`src/rtl/uart_txq_pkg.sv`:
```
// uart_txq_pkg
// Shared definitions for the uart transmit queue: drain FSM state encoding,
// data width and default parameter values.
// No ports.

package uart_txq_pkg;

  // Drain FSM states.
  typedef enum logic [1:0] {
    IDLE   = 2'd0,
    STROBE = 2'd1,
    WAIT   = 2'd2
  } txq_state_e;

  localparam int unsigned DATA_W         = 8;
  localparam int unsigned DEPTH_LOG2_DEF = 4;
  localparam int unsigned WR_TIMEOUT_DEF = 64;

endpackage

```
`src/rtl/uart_txq_fifo.sv`:
```
// uart_txq_fifo
// Synchronous byte FIFO with push, pop and flush. Full, empty, level and the
// overflow pulse are registered and reflect the pointer state after each edge.
//
// Ports:
//   clk_i       system clock
//   rst_i       synchronous reset, active-high
//   push_i      store push_dat_i this edge (dropped when full or flushing)
//   push_dat_i  data to store
//   pop_i       advance the read pointer this edge (ignored when empty)
//   flush_i     clear both pointers; overrides a same-cycle push
//   head_o      byte at the read pointer (valid when !empty_o)
//   full_o      FIFO full
//   empty_o     FIFO empty
//   level_o     stored byte count
//   ovf_o       one-cycle pulse after a push was dropped because of full

module uart_txq_fifo
  import uart_txq_pkg::*;
#(
  parameter int unsigned DEPTH_LOG2 = DEPTH_LOG2_DEF
) (
  input  logic              clk_i,
  input  logic              rst_i,
  input  logic              push_i,
  input  logic [DATA_W-1:0] push_dat_i,
  input  logic              pop_i,
  input  logic              flush_i,
  output logic [DATA_W-1:0] head_o,
  output logic              full_o,
  output logic              empty_o,
  output logic [DEPTH_LOG2:0] level_o,
  output logic              ovf_o
);

  localparam int unsigned DEPTH = 1 << DEPTH_LOG2;
  localparam int unsigned PTR_W = DEPTH_LOG2 + 1;

  if (DEPTH_LOG2 < 1) begin : g_bad_depth
    $error("uart_txq_fifo: DEPTH_LOG2 must be at least 1");
  end

  logic [DATA_W-1:0] mem_q [DEPTH];

  logic [PTR_W-1:0] wr_ptr_q, wr_ptr_d;
  logic [PTR_W-1:0] rd_ptr_q, rd_ptr_d;
  logic [PTR_W-1:0] level_q, level_d;
  logic             full_q, full_d;
  logic             empty_q, empty_d;
  logic             ovf_q, ovf_d;
  logic             push_ok;
  logic             pop_ok;

  always_comb begin
    // Full/empty come from registered state, so a pop in the same cycle
    // never makes room for a push that arrived while full.
    push_ok  = push_i & ~full_q & ~flush_i;
    pop_ok   = pop_i & ~empty_q;
    ovf_d    = push_i & full_q & ~flush_i;
    wr_ptr_d = wr_ptr_q;
    rd_ptr_d = rd_ptr_q;
    if (flush_i) begin
      wr_ptr_d = '0;
      rd_ptr_d = '0;
    end else begin
      if (push_ok) wr_ptr_d = wr_ptr_q + PTR_W'(1);
      if (pop_ok)  rd_ptr_d = rd_ptr_q + PTR_W'(1);
    end
    level_d = wr_ptr_d - rd_ptr_d;
    empty_d = (wr_ptr_d == rd_ptr_d);
    // Pointers carry one extra wrap bit: full when only that bit differs.
    full_d  = (wr_ptr_d[PTR_W-1] != rd_ptr_d[PTR_W-1]) &&
              (wr_ptr_d[PTR_W-2:0] == rd_ptr_d[PTR_W-2:0]);
  end

  always_ff @(posedge clk_i) begin
    if (rst_i) begin
      wr_ptr_q <= '0;
      rd_ptr_q <= '0;
      level_q  <= '0;
      full_q   <= 1'b0;
      empty_q  <= 1'b1;
      ovf_q    <= 1'b0;
    end else begin
      wr_ptr_q <= wr_ptr_d;
      rd_ptr_q <= rd_ptr_d;
      level_q  <= level_d;
      full_q   <= full_d;
      empty_q  <= empty_d;
      ovf_q    <= ovf_d;
    end
  end

  // Storage needs no reset; the pointers define what is valid.
  always_ff @(posedge clk_i) begin
    if (push_ok) mem_q[wr_ptr_q[DEPTH_LOG2-1:0]] <= push_dat_i;
  end

  assign head_o  = mem_q[rd_ptr_q[DEPTH_LOG2-1:0]];
  assign full_o  = full_q;
  assign empty_o = empty_q;
  assign level_o = level_q;
  assign ovf_o   = ovf_q;

endmodule

```
`src/rtl/uart_tx_queue.sv`:
```
// uart_tx_queue
// Byte queue in front of the uart transmitter. Producers push bytes at system
// clock rate; the drain FSM hands them to the uart one at a time, holding
// tx_wr_o until the uart reports busy, then waiting for busy to drop.
//
// Optional feature, macro UART_TXQ_TIMEOUT_EN: a write that sees no busy for
// WR_TIMEOUT cycles is abandoned, tx_err_o pulses and the FSM returns to IDLE.
// Without the macro STROBE waits indefinitely and tx_err_o is tied 0.
//
// Ports:
//   sys_clk_i   system clock
//   sys_rst_i   synchronous reset, active-high
//   q_wr_i      push strobe, one byte per cycle
//   q_dat_i     push data
//   q_flush_i   discard all queued bytes (in-flight byte still completes)
//   q_full_o    queue full
//   q_empty_o   queue empty
//   q_level_o   stored byte count
//   q_ovf_o     one-cycle pulse: push dropped because queue was full
//   tx_busy_i   uart busy
//   tx_wr_o     uart write strobe
//   tx_dat_o    uart write data, changes only on a pop
//   tx_err_o    one-cycle pulse on write timeout
//
// State table:
//   IDLE   | no byte handed out; pops the head when the queue is not empty
//   STROBE | tx_wr_o high with tx_dat_o stable, waiting for tx_busy_i
//   WAIT   | uart accepted the byte, waiting for tx_busy_i to drop

module uart_tx_queue
  import uart_txq_pkg::*;
#(
  parameter int unsigned DEPTH_LOG2 = DEPTH_LOG2_DEF,
  parameter int unsigned WR_TIMEOUT = WR_TIMEOUT_DEF
) (
  input  logic                sys_clk_i,
  input  logic                sys_rst_i,
  input  logic                q_wr_i,
  input  logic [DATA_W-1:0]   q_dat_i,
  input  logic                q_flush_i,
  output logic                q_full_o,
  output logic                q_empty_o,
  output logic [DEPTH_LOG2:0] q_level_o,
  output logic                q_ovf_o,
  input  logic                tx_busy_i,
  output logic                tx_wr_o,
  output logic [DATA_W-1:0]   tx_dat_o,
  output logic                tx_err_o
);

  if (WR_TIMEOUT < 1) begin : g_bad_timeout
    $error("uart_tx_queue: WR_TIMEOUT must be at least 1");
  end

  txq_state_e        state_q, state_d;
  logic              tx_wr_q, tx_wr_d;
  logic [DATA_W-1:0] tx_dat_q, tx_dat_d;
  logic              pop;
  logic [DATA_W-1:0] fifo_head;
  logic              fifo_empty;

  uart_txq_fifo #(
    .DEPTH_LOG2 (DEPTH_LOG2)
  ) u_fifo (
    .clk_i      (sys_clk_i),
    .rst_i      (sys_rst_i),
    .push_i     (q_wr_i),
    .push_dat_i (q_dat_i),
    .pop_i      (pop),
    .flush_i    (q_flush_i),
    .head_o     (fifo_head),
    .full_o     (q_full_o),
    .empty_o    (fifo_empty),
    .level_o    (q_level_o),
    .ovf_o      (q_ovf_o)
  );

  assign q_empty_o = fifo_empty;

`ifdef UART_TXQ_TIMEOUT_EN
  localparam int unsigned TMO_W = $clog2(WR_TIMEOUT + 1);

  // Down-counter loaded on entry to STROBE; terminal count at zero marks the
  // WR_TIMEOUT-th cycle spent in STROBE without busy.
  logic [TMO_W-1:0] tmo_cnt_q, tmo_cnt_d;
  logic             tx_err_q, tx_err_d;
`endif

  always_comb begin
    state_d  = state_q;
    tx_wr_d  = tx_wr_q;
    tx_dat_d = tx_dat_q;
    pop      = 1'b0;
`ifdef UART_TXQ_TIMEOUT_EN
    tmo_cnt_d = tmo_cnt_q;
    tx_err_d  = 1'b0;
`endif
    unique case (state_q)
      IDLE: begin
        if (!fifo_empty) begin
          pop      = 1'b1;
          tx_dat_d = fifo_head;
          tx_wr_d  = 1'b1;
          state_d  = STROBE;
`ifdef UART_TXQ_TIMEOUT_EN
          tmo_cnt_d = TMO_W'(WR_TIMEOUT - 1);
`endif
        end
      end
      STROBE: begin
        if (tx_busy_i) begin
          tx_wr_d = 1'b0;
          state_d = WAIT;
        end
`ifdef UART_TXQ_TIMEOUT_EN
        else if (tmo_cnt_q == '0) begin
          // Byte is abandoned; tx_dat_o keeps it until the next pop.
          tx_wr_d  = 1'b0;
          tx_err_d = 1'b1;
          state_d  = IDLE;
        end else begin
          tmo_cnt_d = tmo_cnt_q - TMO_W'(1);
        end
`endif
      end
      WAIT: begin
        if (!tx_busy_i) state_d = IDLE;
      end
      default: begin
        tx_wr_d = 1'b0;
        state_d = IDLE;
      end
    endcase
  end

  always_ff @(posedge sys_clk_i) begin
    if (sys_rst_i) begin
      state_q  <= IDLE;
      tx_wr_q  <= 1'b0;
      tx_dat_q <= '0;
    end else begin
      state_q  <= state_d;
      tx_wr_q  <= tx_wr_d;
      tx_dat_q <= tx_dat_d;
    end
  end

`ifdef UART_TXQ_TIMEOUT_EN
  always_ff @(posedge sys_clk_i) begin
    if (sys_rst_i) begin
      tmo_cnt_q <= '0;
      tx_err_q  <= 1'b0;
    end else begin
      tmo_cnt_q <= tmo_cnt_d;
      tx_err_q  <= tx_err_d;
    end
  end

  assign tx_err_o = tx_err_q;
`else
  assign tx_err_o = 1'b0;
`endif

  assign tx_wr_o  = tx_wr_q;
  assign tx_dat_o = tx_dat_q;

endmodule

```
`config.mk`:
```
export PLATFORM = sky130hd
export DESIGN_NAME = uart_tx_queue
export DESIGN_NICKNAME = d
export VERILOG_FILES = /design/src/rtl/uart_txq_pkg.sv /design/src/rtl/uart_txq_fifo.sv /design/src/rtl/uart_tx_queue.sv
export SDC_FILE = /design/constraint.sdc
export NUM_CORES = 1
export LEC_CHECK = 0
export ABC_AREA = 1
export BUFFER_PORTS_ARGS = -buffer_cell sky130_fd_sc_hd__buf_2
export CORE_UTILIZATION = 60
export CTS_BUF_LIST = sky130_fd_sc_hd__clkbuf_4 sky130_fd_sc_hd__clkbuf_8 sky130_fd_sc_hd__clkbuf_16
export CTS_CLUSTER_SIZE = 28
export DETAILED_ROUTE_END_ITERATION = 8
export GPL_ROUTABILITY_DRIVEN = 0
export PLACE_DENSITY_LB_ADDON = 0.3
export SKIP_CTS_REPAIR_TIMING = 1
export SLEW_MARGIN = 30
export SYNTH_ARGS = -nofsm -noshare
export SYNTH_HDL_FRONTEND = slang
export SYNTH_SLANG_ARGS = --single-unit
export TNS_END_PERCENT = 100
```
`constraint.sdc`:
```
create_clock -name sys_clk_i -period 4.1 [get_ports sys_clk_i]
set_input_delay 0.41 -clock sys_clk_i [delete_from_list [all_inputs] [get_ports sys_clk_i]]
set_output_delay 0.41 -clock sys_clk_i [all_outputs]
set_load 0.005 [all_outputs]
```
# [After elaboration in Yosys (flattened, before gate mapping)]
# Memory sizes are Yosys's and may differ from the RTL's. A register that Yosys moved wholly into a read port is not among the register bits.
# Index checks and enable logic that the tools add are counted.
[classes] add_sub_neg=3 eq_ne=8 mux=15 bitwise=9 reduce_logical=5
[op_table] op="$mux W5" count=4
[op_table] op="$add A5 B1 Y5 const B" count=2
[op_table] op="$mux W1" count=6
[op_table] op="$mux W2" count=3
[op_table] op="$ne A2 B2 Y1 const B" count=3
[op_table] op="$pmux W2 S3" count=1
[op_table] op="$reduce_and A3 Y1" count=2
[op_table] op="$and A1 B1 Y1" count=5
[op_table] op="$eq A5 B5 Y1" count=1
[op_table] op="$sub A5 B5 Y5" count=1
[op_table] op="$eq A4 B4 Y1" count=1
[op_table] op="$not A1 Y1" count=4
[op_table] op="$pmux W1 S3" count=1
[op_table] op="$eq A2 B1 Y1 const B" count=1
[op_table] op="$eq A2 B2 Y1 const B" count=1
[op_table] op="$logic_not A2 Y1" count=1
[op_table] op="$reduce_and A2 Y1" count=1
[op_table] op="$logic_and A1 B1 Y1" count=1
[op_table] op="$ne A1 B1 Y1" count=1
[totals] ff_bits=21 ramBits=128 in_bits=13 out_inout_bits=18 mem_count=1
[memory_table] name="u_fifo.mem_q" words=16 width=8 read_ports=1 rd_clocked_by_memory_dff=1 write_ports=1 line="uart_txq_fifo.sv:43" rtl="logic [DATA_W-1:0] mem_q [DEPTH];"

# [Longest topological paths before layout]
[depth] word_depth=7 mapped_depth=15 depth_no_buf=15

# [By module]
# A second synthesis with hierarchy kept.
[unflattened] hier_cells=577 hier_area_um2=6530.0
[by_module_without_submodules] mod="uart_txq_fifo" n_inst=1 cells_per_inst=507 area_each_um2=6028.3 seq_area_each_um2=4204.0
[by_module_without_submodules] mod="uart_tx_queue" n_inst=1 cells_per_inst=70 area_each_um2=501.7 seq_area_each_um2=220.2

# [Worst setup path before layout]
# Ideal clock, no wire load.
[synth_path] kind="reg-to-reg" startpoint="reg state_q[1]" endpoint="reg u_fifo.level_q[4] (netlist: u_fifo.level_o[4])" arrival_time_ns=2.080 t_required_ns=3.985 path_slack_ns=1.905 path_stages_with_launch=16 period_less_slack_ns=2.195 cell_sequence="dfxtp_1 -> nor2_2 -> nand2_4 -> clkinv_2 -> buf_4 -> nor2_1 -> nor3_1 -> ha_1 -> inv_1 -> fa_1 -> nand2_1 -> nand2_1 -> a21oi_1 -> nand3_1 -> nand2_1 -> nor2_1"
[synth_between] elab_chain_cells=6
[synth_lines] item="from (decl)" line="uart_tx_queue.sv:55" rtl="txq_state_e state_q, state_d;"
[synth_lines] item="from (signal assigned)" line="uart_tx_queue.sv:142" rtl="state_q <= state_d;"
[synth_lines] item="$logic_not A2 Y1" line="uart_tx_queue.sv:98" rtl="unique case (state_q)"
[synth_lines] item="$mux W1" line="uart_tx_queue.sv:98"
[synth_lines] item="$and A1 B1 Y1" line="uart_txq_fifo.sv:58" rtl="pop_ok = pop_i & ~empty_q;"
[synth_lines] item="$mux W5" line="uart_txq_fifo.sv:67" rtl="if (pop_ok) rd_ptr_d = rd_ptr_q + PTR_W'(1);"
[synth_lines] item="$mux W5" line="uart_txq_fifo.sv:62" rtl="if (flush_i) begin"
[synth_lines] item="via u_fifo.rd_ptr_d[0]" line="uart_txq_fifo.sv:46" rtl="logic [PTR_W-1:0] rd_ptr_q, rd_ptr_d;"
[synth_lines] item="$sub A5 B5 Y5" line="uart_txq_fifo.sv:69" rtl="level_d = wr_ptr_d - rd_ptr_d;"
[synth_lines] item="to (signal assigned)" line="uart_txq_fifo.sv:87" rtl="level_q <= level_d;"
[synth_lines] item="to (decl)" line="uart_txq_fifo.sv:47" rtl="logic [PTR_W-1:0] level_q, level_d;"
# The timed path passes the listed nets, and every way through them passes these cells.
# A chain may end at the register's enable or synchronous reset.

# [Worst setup path after layout]
[layout_path] startpoint="reg u_fifo.rd_ptr_q[1]" endpoint="reg u_fifo.level_q[4] (netlist: u_fifo.level_o[4])"
[layout_between] elab_chain_cells=4
[layout_lines] item="from (decl)" line="uart_txq_fifo.sv:46"
[layout_lines] item="from (signal assigned)" line="uart_txq_fifo.sv:86" rtl="rd_ptr_q <= rd_ptr_d;"
[layout_lines] item="$add A5 B1 Y5" line="uart_txq_fifo.sv:67"
[layout_lines] item="$mux W5 *" line="uart_txq_fifo.sv:67"
[layout_lines] item="$mux W5 *" line="uart_txq_fifo.sv:62"
[layout_lines] item="$sub A5 B5 Y5 *" line="uart_txq_fifo.sv:69"
# Every way passes the cells marked *; elsewhere a longest branch is shown, timed or not.

==> impl_metrics.yaml <==
synthesis:
  synth_edf_count: 128
  syn_area_um2: 6540
  syn_area_per_cell_um2: 11.4
  syn_nets: 596
  seq_area_frac_synth_pct: 67.6
  synthDistinctLibCells: 35
  ys_seq_elements: 157
  ys.flop_type: "edfxtp_1"
  yosys_warnings: 0
  netlist_instances: 573
  synth-async-reset-ratio_pct: 0
layout:
  nFillCells: 778
  layout-drive-gt1-share_pct: 13.6
  final_cell_count_no_fill: 746
  multi_input_area_um2: 1810
  syn2layout_area_growth_pct: 11.0
  regArea_um2: 4430
  n_antenna_cell: 0
  layout.nets: 620
drt:
  first_iter_violations: 733
  vias_per_cell: 5.94
  dr.pass1.iters: 5
  vias: 4431
  routed_wl_um: 14400
  drc: 0
  ant_nets: 0
  wire_per_inst_um: 19.2
clocking:
  cts_buffer_depth: 2
  clock-sinks: 157
  cts_tree: "yes"
  htreeDepth: 4
  cts_buffers: 17
  cts_root_buffer: "clkbuf_8"
  clk_pin_slew_ns: 0.06
  clk_latency_ns: 0.53
worst_setup_path:
  crit_type: "flop to flop"
  critPathArrivalTime_ns: 3.54
  required_ns: 4.52
  cp_slowest_cell: "dfxtp_1"
  cp-start-kind: "flop"
  worstSetupEndpointType: "flop"
  crit_chain: "inv_1 > a21oi_1 > o21ai_1 > fa_1 > nand2_1 > nand2_1 > a21oi_1 > nand3_1 > nand2_1 > nor2_1"
  crit_buf_inv: 1
  cp_top_family: "flip-flops"
  crit_top_cell: "nand2_1"
  slowest_delay_ns: 0.92
  path_depth: 10
  critPathMaxFanout: 27
  reg2reg_depth: 10
power_and_ir_drop:
  powerDensity_nw_per_um2: 494
  seqPwrFrac_pct: 49.4
  p_comb_share_pct: 7.0
  clkPwrFrac_pct: 43.6
  p_total_mw: 3.59
  swShare_pct: 22.7
  leakagePower_nw: 2.63
  ir_drop_uv: 327
  p_switching_mw: 0.815
  p_int_mw: 2.77
sta:
  finalSetupViolCount: 0
  final-hold-violation-count: 0
  finalSetupTns_ns: 0
  fmax_ghz: 0.321
  relSlewSlack_pct: 38.4
  fin_skew_ns: 0.00385
  min_period_ns: 3.12
  rsz0062_at_grt: "false"
  worstMarginPinSlew_ns: 0.923
  drv_slew: 0
  period_share_pct: 76.1
die:
  die_h_um: 106
  start_util_pct: 62.5
  num_rows: 37
  dieArea_um2: 11300
  core_area_um2: 10500
  die_width_um: 106
  ios: 31
global_routing:
  grt_use_total_pct: 26.8
  antenna_found_initial: 0
  gr-total-overflow: 0
  grt_pass1_wl_um: 21900
  grt_pass1_vias: 4165
  grt_max_degree: 65
placement:
  numPortBuffers: 29
  dp.cells: 714
  hpwl_um: 8940
min_path:
  hold_path.class: "input port to flop"
  min_delay_path_depth: 3
run:
  cap_viol_max_count: 0
status:
  status: "complete, no violations"
per-layer routing:
metal	track usage, %	vias to the layer above	share of wire, %
met5	0	-	0
met4	11.4	0	2.6
met3	6.01	32	7.7
met2	42.6	212	49
met1	35.6	2113	41
li1	-	2074	-
state kept, by name, summed over array words and instances, names as in the netlist:
name             flops
u_fifo.rd_ptr_q      5
u_fifo.ovf_o         1
u_fifo.empty_o       1
tx_dat_o             8
u_fifo.mem_q       128
state_q              2
u_fifo.wr_ptr_q      5
u_fifo.level_o       5
tx_wr_o              1
u_fifo.full_o        1
area by class of cell:
class	instances	share of cell area, %
clock inverters	13	2.29
well taps	136	2.34
flip-flops and latches	157	61.0
clock buffers	19	5.91
multi-input cells	365	24.9
repair buffers	32	2.31
inverters	24	1.26
cells in the mapped netlist (5+ instances only):
| cell | instances | area, µm² |
|---|---|---|
| a21oi_1 | 24 | 120 |
| buf_2 | 8 | 40.0 |
| buf_4 | 6 | 45.0 |
| buf_6 | 9 | 101 |
| dfxtp_1 | 29 | 581 |
| edfxtp_1 | 128 | 3840 |
| ha_1 | 9 | 113 |
| inv_1 | 19 | 71.3 |
| nand2_1 | 76 | 285 |
| nand3_1 | 47 | 235 |
| nor2_1 | 99 | 372 |
| nor2_2 | 5 | 31.3 |
| o211ai_1 | 12 | 90.1 |
| o21ai_0 | 43 | 215 |
| o21ai_1 | 19 | 95.1 |
| o22ai_1 | 8 | 50.1 |
layout by cell type, fill, tap and decap left out, types with 19 or more instances in the layout:
| master | netlist | layout |
|---|---|---|
| nand3_1 | 47 | 47 |
| a21oi_1 | 24 | 24 |
| nor2_1 | 99 | 99 |
| dfxtp_1 | 29 | 28 |
| o21ai_1 | 19 | 19 |
| o21ai_0 | 43 | 43 |
| nand2_1 | 76 | 76 |
| edfxtp_1 | 128 | 128 |
| inv_1 | 19 | 19 |
| buf_2 | 8 | 29 |
kinds of logic (layout without fill, tap and decap cells):
family                     Yosys count  count (layout)  synth area share, %
other                                1               1               0.0573
xor gates and xnor gates             1               1                0.134
DFF                                157             157                 67.6
buffers and inverters               51              88                 4.72
AOI/OAI and AO/OA                  111             111                 9.60
adders and majority gates           10              10                 2.03
and+or+nand+nor                    242             242                 15.9
power groups by stage:
stage / Sequential (mW) / Combinational [mW] / Clock (mW)
2_1_floorplan: 1.80 / 0.167 / 0
3_3_place_gp: 1.81 / 0.238 / 0
3_5_place_dp: 1.81 / 0.246 / 0
4_1_cts: 1.77 / 0.250 / 1.57
5_1_grt: 1.77 / 0.277 / 1.62
6_report: 1.77 / 0.252 / 1.56
path summary, 6_finish.rpt:
| check | slack [ns] | start | endpoint |
|---|---|---|---|
| setup / recovery | 0.98 | u_fifo.rd_ptr_q[1]$_SDFF_PP0_ | u_fifo.level_o[4]$_SDFF_PP0_ |
| hold / removal | 0.14 | tx_busy_i | state_q[1]$_SDFFE_PP0P_ |
| setup reg to reg | 0.98 | u_fifo.rd_ptr_q[1]$_SDFF_PP0_ | u_fifo.level_o[4]$_SDFF_PP0_ |
| hold reg to reg | 0.46 | tx_wr_o$_SDFFE_PP0P_ | tx_wr_o$_SDFFE_PP0P_ |
per-stage QoR:
step	util, %	cell area [µm²]	hold WS [ns]	setup slack, ns
after CTS	69.4	7260	0.132	1.03
after floorplan	-	6540	0.454	1.91
after detailed placement	63.7	6670	0.451	1.09
after global routing	69.4	7260	0.163	0.809
final	69.4	7260	0.140	0.982
after global placement	63.7	6670	0.452	1.19
tightest hold or removal path, stage by stage:
cell      delay [ns]
buf_2           0.11
nand3b_1        0.07
a21oi_1         0.04
Note: power is estimated with default switching activity, not from simulation.
